**src/rtl/gnn_pkg.sv**
```systemverilog
// gnn_pkg: shared defaults, the adjacency constant and the types used by the
// GNN node scheduler and its result buffer.
package gnn_pkg;

    localparam int NUM_NODES_DEF = 4;
    localparam int OUT_W_DEF     = 21;
    localparam int TIMEOUT_DEF   = 64;

    // Diamond graph neighbour masks, self included.
    // Row n lives at [n*4 +: 4]: n0=0111, n1=1011, n2=1101, n3=1110.
    localparam logic [15:0] ADJ_DIAMOND = 16'hEDB7;

    typedef enum logic [1:0] {
        IDLE  = 2'd0,
        ISSUE = 2'd1,
        WAIT  = 2'd2,
        DONE  = 2'd3
    } sched_state_t;

    typedef logic [$clog2(NUM_NODES_DEF)-1:0] node_idx_t;

endpackage

```
**src/rtl/gnn_result_buf.sv**
```systemverilog
// gnn_result_buf: per-node result slots for both engine outputs.
// One write port per output half (shared slot index), a clear-all input and
// packed read ports; slot n occupies [n*OUT_W +: OUT_W].
module gnn_result_buf
    import gnn_pkg::*;
#(
    parameter int NUM_NODES = NUM_NODES_DEF,
    parameter int OUT_W     = OUT_W_DEF
) (
    input  logic                         clk,
    input  logic                         rst,
    input  logic                         clr,
    input  logic                         we0,
    input  logic                         we1,
    input  logic [$clog2(NUM_NODES)-1:0] idx,
    input  logic [OUT_W-1:0]             din0,
    input  logic [OUT_W-1:0]             din1,
    output logic [NUM_NODES*OUT_W-1:0]   res_out0,
    output logic [NUM_NODES*OUT_W-1:0]   res_out1
);

    logic [NUM_NODES*OUT_W-1:0] slot0_r;
    logic [NUM_NODES*OUT_W-1:0] slot1_r;

    // Slot storage: reset or clear wipes every slot, otherwise each half writes at idx.
    always_ff @(posedge clk) begin
        if (rst || clr) begin
            slot0_r <= '0;
            slot1_r <= '0;
        end else begin
            if (we0) begin
                slot0_r[int'(idx)*OUT_W +: OUT_W] <= din0;
            end
            if (we1) begin
                slot1_r[int'(idx)*OUT_W +: OUT_W] <= din1;
            end
        end
    end

    assign res_out0 = slot0_r;
    assign res_out1 = slot1_r;

endmodule

```
**src/rtl/gnn_node_scheduler.sv**
```systemverilog
// gnn_node_scheduler: time-multiplexes one GNN layer engine over all graph nodes.
// For each node it presents node_sel/agg_mask, pulses eng_start, waits for both
// engine outputs (any order) and stores them in gnn_result_buf; the full result
// vector is then offered on res_valid/res_ready.
// Optional feature macro: GNN_SCHED_WATCHDOG_EN (WAIT-state watchdog, err flag).
module gnn_node_scheduler
    import gnn_pkg::*;
#(
    parameter int                             NUM_NODES = NUM_NODES_DEF,
    parameter int                             OUT_W     = OUT_W_DEF,
    parameter logic [NUM_NODES*NUM_NODES-1:0] ADJ       = ADJ_DIAMOND
`ifdef GNN_SCHED_WATCHDOG_EN
    ,
    parameter int                             TIMEOUT   = TIMEOUT_DEF
`endif
) (
    input  logic                         clk,
    input  logic                         rst,
    input  logic                         job_valid,
    output logic                         job_ready,
    output logic [$clog2(NUM_NODES)-1:0] node_sel,
    output logic [NUM_NODES-1:0]         agg_mask,
    output logic                         eng_start,
    input  logic [OUT_W-1:0]             eng_out0,
    input  logic [OUT_W-1:0]             eng_out1,
    input  logic                         eng_out0_ready,
    input  logic                         eng_out1_ready,
    output logic                         res_valid,
    input  logic                         res_ready,
    output logic [NUM_NODES*OUT_W-1:0]   res_out0,
    output logic [NUM_NODES*OUT_W-1:0]   res_out1,
    output logic                         busy,
    output logic                         err
);

    localparam int IDX_W = $clog2(NUM_NODES);

    sched_state_t     state_r;
    logic [IDX_W-1:0] node_sel_r;
    logic             eng_start_r;
    logic             job_ready_r;
    logic             busy_r;
    logic             res_valid_r;
    logic             got0_r;
    logic             got1_r;

    logic             accept_s;
    logic             in_wait_s;
    logic             both_s;
    logic             timeout_s;
    logic             advance_s;
    logic             last_s;
    logic             we0_s;
    logic             we1_s;
    logic [OUT_W-1:0] din0_s;
    logic [OUT_W-1:0] din1_s;

`ifdef GNN_SCHED_WATCHDOG_EN
    localparam int CNT_W = $clog2(TIMEOUT + 1);
    logic [CNT_W-1:0] wait_cnt_r;
    logic             err_r;
`endif

    assign accept_s = job_valid && job_ready_r && (state_r == IDLE);

    // WAIT-cycle decode: completion, watchdog expiry and which result halves to write.
    always_comb begin
        in_wait_s = (state_r == WAIT);
        both_s    = (got0_r || eng_out0_ready) && (got1_r || eng_out1_ready);
`ifdef GNN_SCHED_WATCHDOG_EN
        timeout_s = in_wait_s && !both_s && (wait_cnt_r == CNT_W'(TIMEOUT - 1));
`else
        timeout_s = 1'b0;
`endif
        advance_s = in_wait_s && (both_s || timeout_s);
        last_s    = (node_sel_r == IDX_W'(NUM_NODES - 1));

        // A late output is replaced by zero when the watchdog gives up on it.
        if (in_wait_s && eng_out0_ready) begin
            we0_s  = 1'b1;
            din0_s = eng_out0;
        end else if (timeout_s && !got0_r) begin
            we0_s  = 1'b1;
            din0_s = '0;
        end else begin
            we0_s  = 1'b0;
            din0_s = '0;
        end

        if (in_wait_s && eng_out1_ready) begin
            we1_s  = 1'b1;
            din1_s = eng_out1;
        end else if (timeout_s && !got1_r) begin
            we1_s  = 1'b1;
            din1_s = '0;
        end else begin
            we1_s  = 1'b0;
            din1_s = '0;
        end
    end

    // Sequencing FSM: job accept, per-node issue/wait handshake, result hand-off.
    always_ff @(posedge clk) begin
        if (rst) begin
            state_r     <= IDLE;
            node_sel_r  <= '0;
            eng_start_r <= 1'b0;
            job_ready_r <= 1'b1;
            busy_r      <= 1'b0;
            res_valid_r <= 1'b0;
            got0_r      <= 1'b0;
            got1_r      <= 1'b0;
`ifdef GNN_SCHED_WATCHDOG_EN
            wait_cnt_r  <= '0;
            err_r       <= 1'b0;
`endif
        end else begin
            case (state_r)
                IDLE: begin
                    if (accept_s) begin
                        state_r     <= ISSUE;
                        node_sel_r  <= '0;
                        eng_start_r <= 1'b1;
                        job_ready_r <= 1'b0;
                        busy_r      <= 1'b1;
`ifdef GNN_SCHED_WATCHDOG_EN
                        err_r       <= 1'b0;
`endif
                    end
                end
                ISSUE: begin
                    state_r     <= WAIT;
                    eng_start_r <= 1'b0;
                    got0_r      <= 1'b0;
                    got1_r      <= 1'b0;
`ifdef GNN_SCHED_WATCHDOG_EN
                    wait_cnt_r  <= '0;
`endif
                end
                WAIT: begin
                    got0_r <= got0_r || eng_out0_ready;
                    got1_r <= got1_r || eng_out1_ready;
`ifdef GNN_SCHED_WATCHDOG_EN
                    wait_cnt_r <= wait_cnt_r + CNT_W'(1);
                    if (timeout_s) begin
                        err_r <= 1'b1;
                    end
`endif
                    if (advance_s) begin
                        if (last_s) begin
                            state_r     <= DONE;
                            res_valid_r <= 1'b1;
                        end else begin
                            state_r     <= ISSUE;
                            node_sel_r  <= node_sel_r + IDX_W'(1);
                            eng_start_r <= 1'b1;
                        end
                    end
                end
                DONE: begin
                    if (res_ready) begin
                        state_r     <= IDLE;
                        res_valid_r <= 1'b0;
                        job_ready_r <= 1'b1;
                        busy_r      <= 1'b0;
                    end
                end
                default: begin
                    state_r     <= IDLE;
                    node_sel_r  <= '0;
                    eng_start_r <= 1'b0;
                    job_ready_r <= 1'b1;
                    busy_r      <= 1'b0;
                    res_valid_r <= 1'b0;
                end
            endcase
        end
    end

    // Neighbour mask of the node currently presented to the engine.
    always_comb begin
        agg_mask = ADJ[int'(node_sel_r)*NUM_NODES +: NUM_NODES];
    end

    gnn_result_buf #(
        .NUM_NODES (NUM_NODES),
        .OUT_W     (OUT_W)
    ) u_result_buf (
        .clk      (clk),
        .rst      (rst),
        .clr      (accept_s),
        .we0      (we0_s),
        .we1      (we1_s),
        .idx      (node_sel_r),
        .din0     (din0_s),
        .din1     (din1_s),
        .res_out0 (res_out0),
        .res_out1 (res_out1)
    );

    assign job_ready = job_ready_r;
    assign node_sel  = node_sel_r;
    assign eng_start = eng_start_r;
    assign res_valid = res_valid_r;
    assign busy      = busy_r;
`ifdef GNN_SCHED_WATCHDOG_EN
    assign err       = err_r;
`else
    assign err       = 1'b0;
`endif

endmodule

```
**config.mk**
```make
export PLATFORM = sky130hd
export DESIGN_NAME = gnn_node_scheduler
export DESIGN_NICKNAME = d
export VERILOG_FILES = /design/src/rtl/gnn_pkg.sv /design/src/rtl/gnn_result_buf.sv /design/src/rtl/gnn_node_scheduler.sv
export SDC_FILE = /design/constraint.sdc
export NUM_CORES = 1
export LEC_CHECK = 0
export ABC_AREA = 1
export BUFFER_PORTS_ARGS = -buffer_cell sky130_fd_sc_hd__buf_4
export CORE_ASPECT_RATIO = 1.75
export CORE_MARGIN = 10
export CORE_UTILIZATION = 51
export DETAILED_ROUTE_END_ITERATION = 7
export PLACE_DENSITY = 0.8
export SLEW_MARGIN = 20
export SYNTH_ARGS = -nofsm -noshare
export SYNTH_HDL_FRONTEND = slang
export SYNTH_SLANG_ARGS = --single-unit
export TNS_END_PERCENT = 20
```
**constraint.sdc**
```tcl
create_clock -name clk -period 2.5 [get_ports clk]
set_input_delay 0.5 -clock clk [delete_from_list [all_inputs] [get_ports clk]]
set_output_delay 0.5 -clock clk [all_outputs]
set_load 0.01 [all_outputs]
```
==> results.sh <==
export IMPL_criticalPathCategory="flop to output port"
export IMPL_setup_viol=0
export IMPL_drt_iter0_markers=348
export IMPL_synth_fa_ha_area_frac=0.01744
export IMPL_synthesis_area_mm2=0.007173
export IMPL_cts_hold_buffers=0
export IMPL_cts_tree="yes"
export IMPL_gp_congestion=0.8657
export IMPL_rsz0062_at_grt="false"
export IMPL_grt_max_degree=85
export IMPL_cts_reportedPaths_clkPinSlew_ns=0.08
export IMPL_num_rows=57
export IMPL_grt_usage=0.2384
export IMPL_floorplan_initialDensity=0.5184
export IMPL_period_share=0.8675
export IMPL_cts_root_buffer="clkbuf_16"
export IMPL_numCtsBuffers=17
export IMPL_slew_viol_final=0
export IMPL_post_cts_buffers=0
export IMPL_ir_worst_vdd_uv=447.9
export IMPL_endpoint_kind="output port"
export IMPL_synthCells=996
export IMPL_grt_pass1_vias=6983
export IMPL_async_reset_ff_frac=0
export IMPL_place_area_mm2=0.008955
export IMPL_core_area_mm2=0.01384
export IMPL_ys_ff_latch=178
export IMPL_fin_area_mm2=0.009572
export IMPL_synth_seq_area_share=0.4968
export IMPL_min_to="state_r[1]"
export IMPL_yosysUniqueCellTypes=23
export IMPL_min_period_ns=2.169
export IMPL_muxShareOfSynthArea=0
export IMPL_antenna_found_initial=0
export IMPL_synth_top_family_by_area="simple AND/OR/NAND/NOR gates"
export IMPL_wl_per_cell_um=17.16
export IMPL_cts_sinks=178
export IMPL_yosys_area_share_xor_xnor=0
export IMPL_synthFlopType="dfxtp_1"
export IMPL_die_h_um=176.9
export IMPL_reg2reg_slack_ns=0.40
export IMPL_required_ns=2.00
export IMPL_overflow=0
export IMPL_vias=7215
export IMPL_dp_hpwl_mm=17.54
export IMPL_drtPass1Iterations=7
export IMPL_hold_start="rst"
export IMPL_drive_gt1_frac=0.2481
export IMPL_p_leak_nw=3.969
export IMPL_syn_nets=1054
export IMPL_viasPerCell=5.206
export IMPL_post_synth_cell_area_avg_um2=7.202
export IMPL_min_path_cells=2
export IMPL_synth_enable_flop_cells=0
export IMPL_max_slew_margin=0.5788
export IMPL_timing_rr_start="state_r[0]"
export IMPL_yosys_area_share_simple=0.2730
export IMPL_ys_warn_count=0
export IMPL_clk_latency_ns=0.43
export IMPL_crit_fanout=22
export IMPL_finalHoldViolCount=0
export IMPL_hold_class="primary input to flop"
export IMPL_cts_resized=0
export IMPL_wirelength_mm=23.78
export IMPL_tightest_slew_ns=0.6311
export IMPL_ant_nets=0
export IMPL_cts_htree_levels=4
export IMPL_p_per_area_mw_per_mm2=731.5
export IMPL_io_pins=227
export IMPL_cap_violations=0
export IMPL_antenna_cells=0
export IMPL_final_core_utilization=0.6918
export IMPL_setup_tns_final_ns=0
export IMPL_final_nets=1254
export IMPL_dieArea_mm2=0.01940
export IMPL_synth_compound_area_share=0.1374
export IMPL_grt_pass1_wl_mm=36.61
export IMPL_portBuffers=225
export IMPL_fin_worst_skew_ns=0.01299
export IMPL_finalPower_mw=7.002
export IMPL_start_kind="flop"
export IMPL_fp_dieW_um=109.7
export IMPL_outcome="finished, final reports clean"
export IMPL_timing_rr_end="u_result_buf.res_out1[30]"
export IMPL_worstPathArrival_ns=1.67
export IMPL_maxClockFrequency_mhz=461.1
export IMPL_drc=0
export IMPL_clockBufferDepth=2
export IMPL_r2r_cells=9
export IMPL_area_growth_pct=33.44
-- cell usage after synthesis, types with 3 or more instances --
master | number | area share
nand2_1 | 366 | 0.19
dfxtp_1 | 178 | 0.50
a21oi_1 | 171 | 0.12
nor2_1 | 58 | 0.030
inv_1 | 47 | 0.025
nor3_1 | 41 | 0.029
clkbuf_1 | 28 | 0.015
buf_2 | 27 | 0.019
o21ai_0 | 25 | 0.017
buf_4 | 10 | 0.010
ha_1 | 10 | 0.017
nand3_1 | 9 | 0.0063
nand2_2 | 7 | 0.0061
inv_2 | 4 | 0.0021
nor2_2 | 3 | 0.0026
nor3_2 | 3 | 0.0042
-- cell families (layout without fill, tap and decap cells) --
logic type      after synthesis  count (layout)
buf+inv                     120             333
fa+ha+maj                    10              10
compound gates              197             197
simple gates                490             490
other cells                   1               1
flops                       178             178
-- how the worst max path moves through the flow --
stage / start / to / slack (ns) / cells past startpoint
3_3_place_gp: node_sel[1] / u_result_buf.res_out0[73] / 0.48 / 8
6_report: node_sel[0] / agg_mask[1] / 0.33 / 5
3_5_place_dp: node_sel[1] / u_result_buf.res_out0[73] / 0.44 / 8
4_1_cts: node_sel[0] / agg_mask[1] / 0.34 / 5
2_1_floorplan: node_sel[0] / u_result_buf.res_out0[12] / 0.51 / 9
5_1_grt: state_r[0] / u_result_buf.res_out1[70] / 0.18 / 9
-- flip-flops by register name, summed over array words and instances (netlist names) --
signal,flops
got0_r,1
res_valid,1
eng_start,1
u_result_buf.res_out0,84
state_r,2
busy,1
got1_r,1
job_ready,1
u_result_buf.res_out1,84
node_sel,2
-- where the power goes --
group          leakage (nW)  internal (mW)  switching [mW]  total, mW
registers              1.43           2.92          0.0630       2.99
clock network         0.297           1.45            1.29       2.74
logic                  2.24          0.401           0.878       1.28
-- cell usage in the layout (no fill, tap or decap) --
master / Yosys / routed
nor3_1: 41 / 41
nand4_1: 2 / 2
clkinvlp_4: 0 / 1
ha_1: 10 / 10
nor2_2: 3 / 3
nor3_2: 3 / 3
inv_1: 47 / 47
conb_1: 1 / 1
nand2_2: 7 / 7
a21oi_1: 171 / 171
clkbuf_16: 0 / 17
nor2_1: 58 / 58
nand2_1: 366 / 365
o21ai_1: 1 / 1
inv_6: 0 / 3
buf_12: 0 / 2
dfxtp_1: 178 / 178
inv_2: 4 / 4
inv_8: 0 / 4
buf_4: 10 / 247
nand3_1: 9 / 9
o21ai_0: 25 / 25
clkinv_8: 0 / 4
clkinv_4: 0 / 2
nand2_4: 1 / 2
bufinv_16: 0 / 1
clkinv_1: 1 / 1
-- metrics by stage --
stage / hold WS [ns] / setup slack (ns) / std cells
3_3_place_gp: 0.4402 / 0.4787 / 1354
6_report: 0.2422 / 0.3313 / 1386
2_1_floorplan: 0.4693 / 0.5108 / 996
4_1_cts: 0.2364 / 0.3423 / 1386
5_1_grt: 0.2358 / 0.1776 / 1386
3_5_place_dp: 0.4419 / 0.4410 / 1354
-- routing by layer --
layer / vias to the layer above / GRT usage / routed length, um
met5: - / 0 / 0
met4: 0 / 0.1089 / 915
met3: 46 / 0.07039 / 1827
met2: 247 / 0.4334 / 12580
met1: 3352 / 0.2393 / 8454
li1: 3570 / - / -
-- worst max-delay path: stages (launching register included) --
cell and delay (ns):
dfxtp_1 0.32, inv_2 0.08, buf_4 0.29, ha_1 0.31, inv_1 0.09, buf_4 0.15
-- layout make-up --
| cell class | instances | area (um^2) |
|---|---|---|
| well taps | 177 | 221.5 |
| clock inverters | 15 | 191.4 |
| fillers | 1223 | 4264 |
| repair buffers | 249 | 1894 |
| inverters | 52 | 195.2 |
| multi-input cells | 698 | 3080 |
| clock buffers | 17 | 425.4 |
| flip-flops and latches | 178 | 3563 |
No activity file was read; power rests on OpenSTA's default activity.
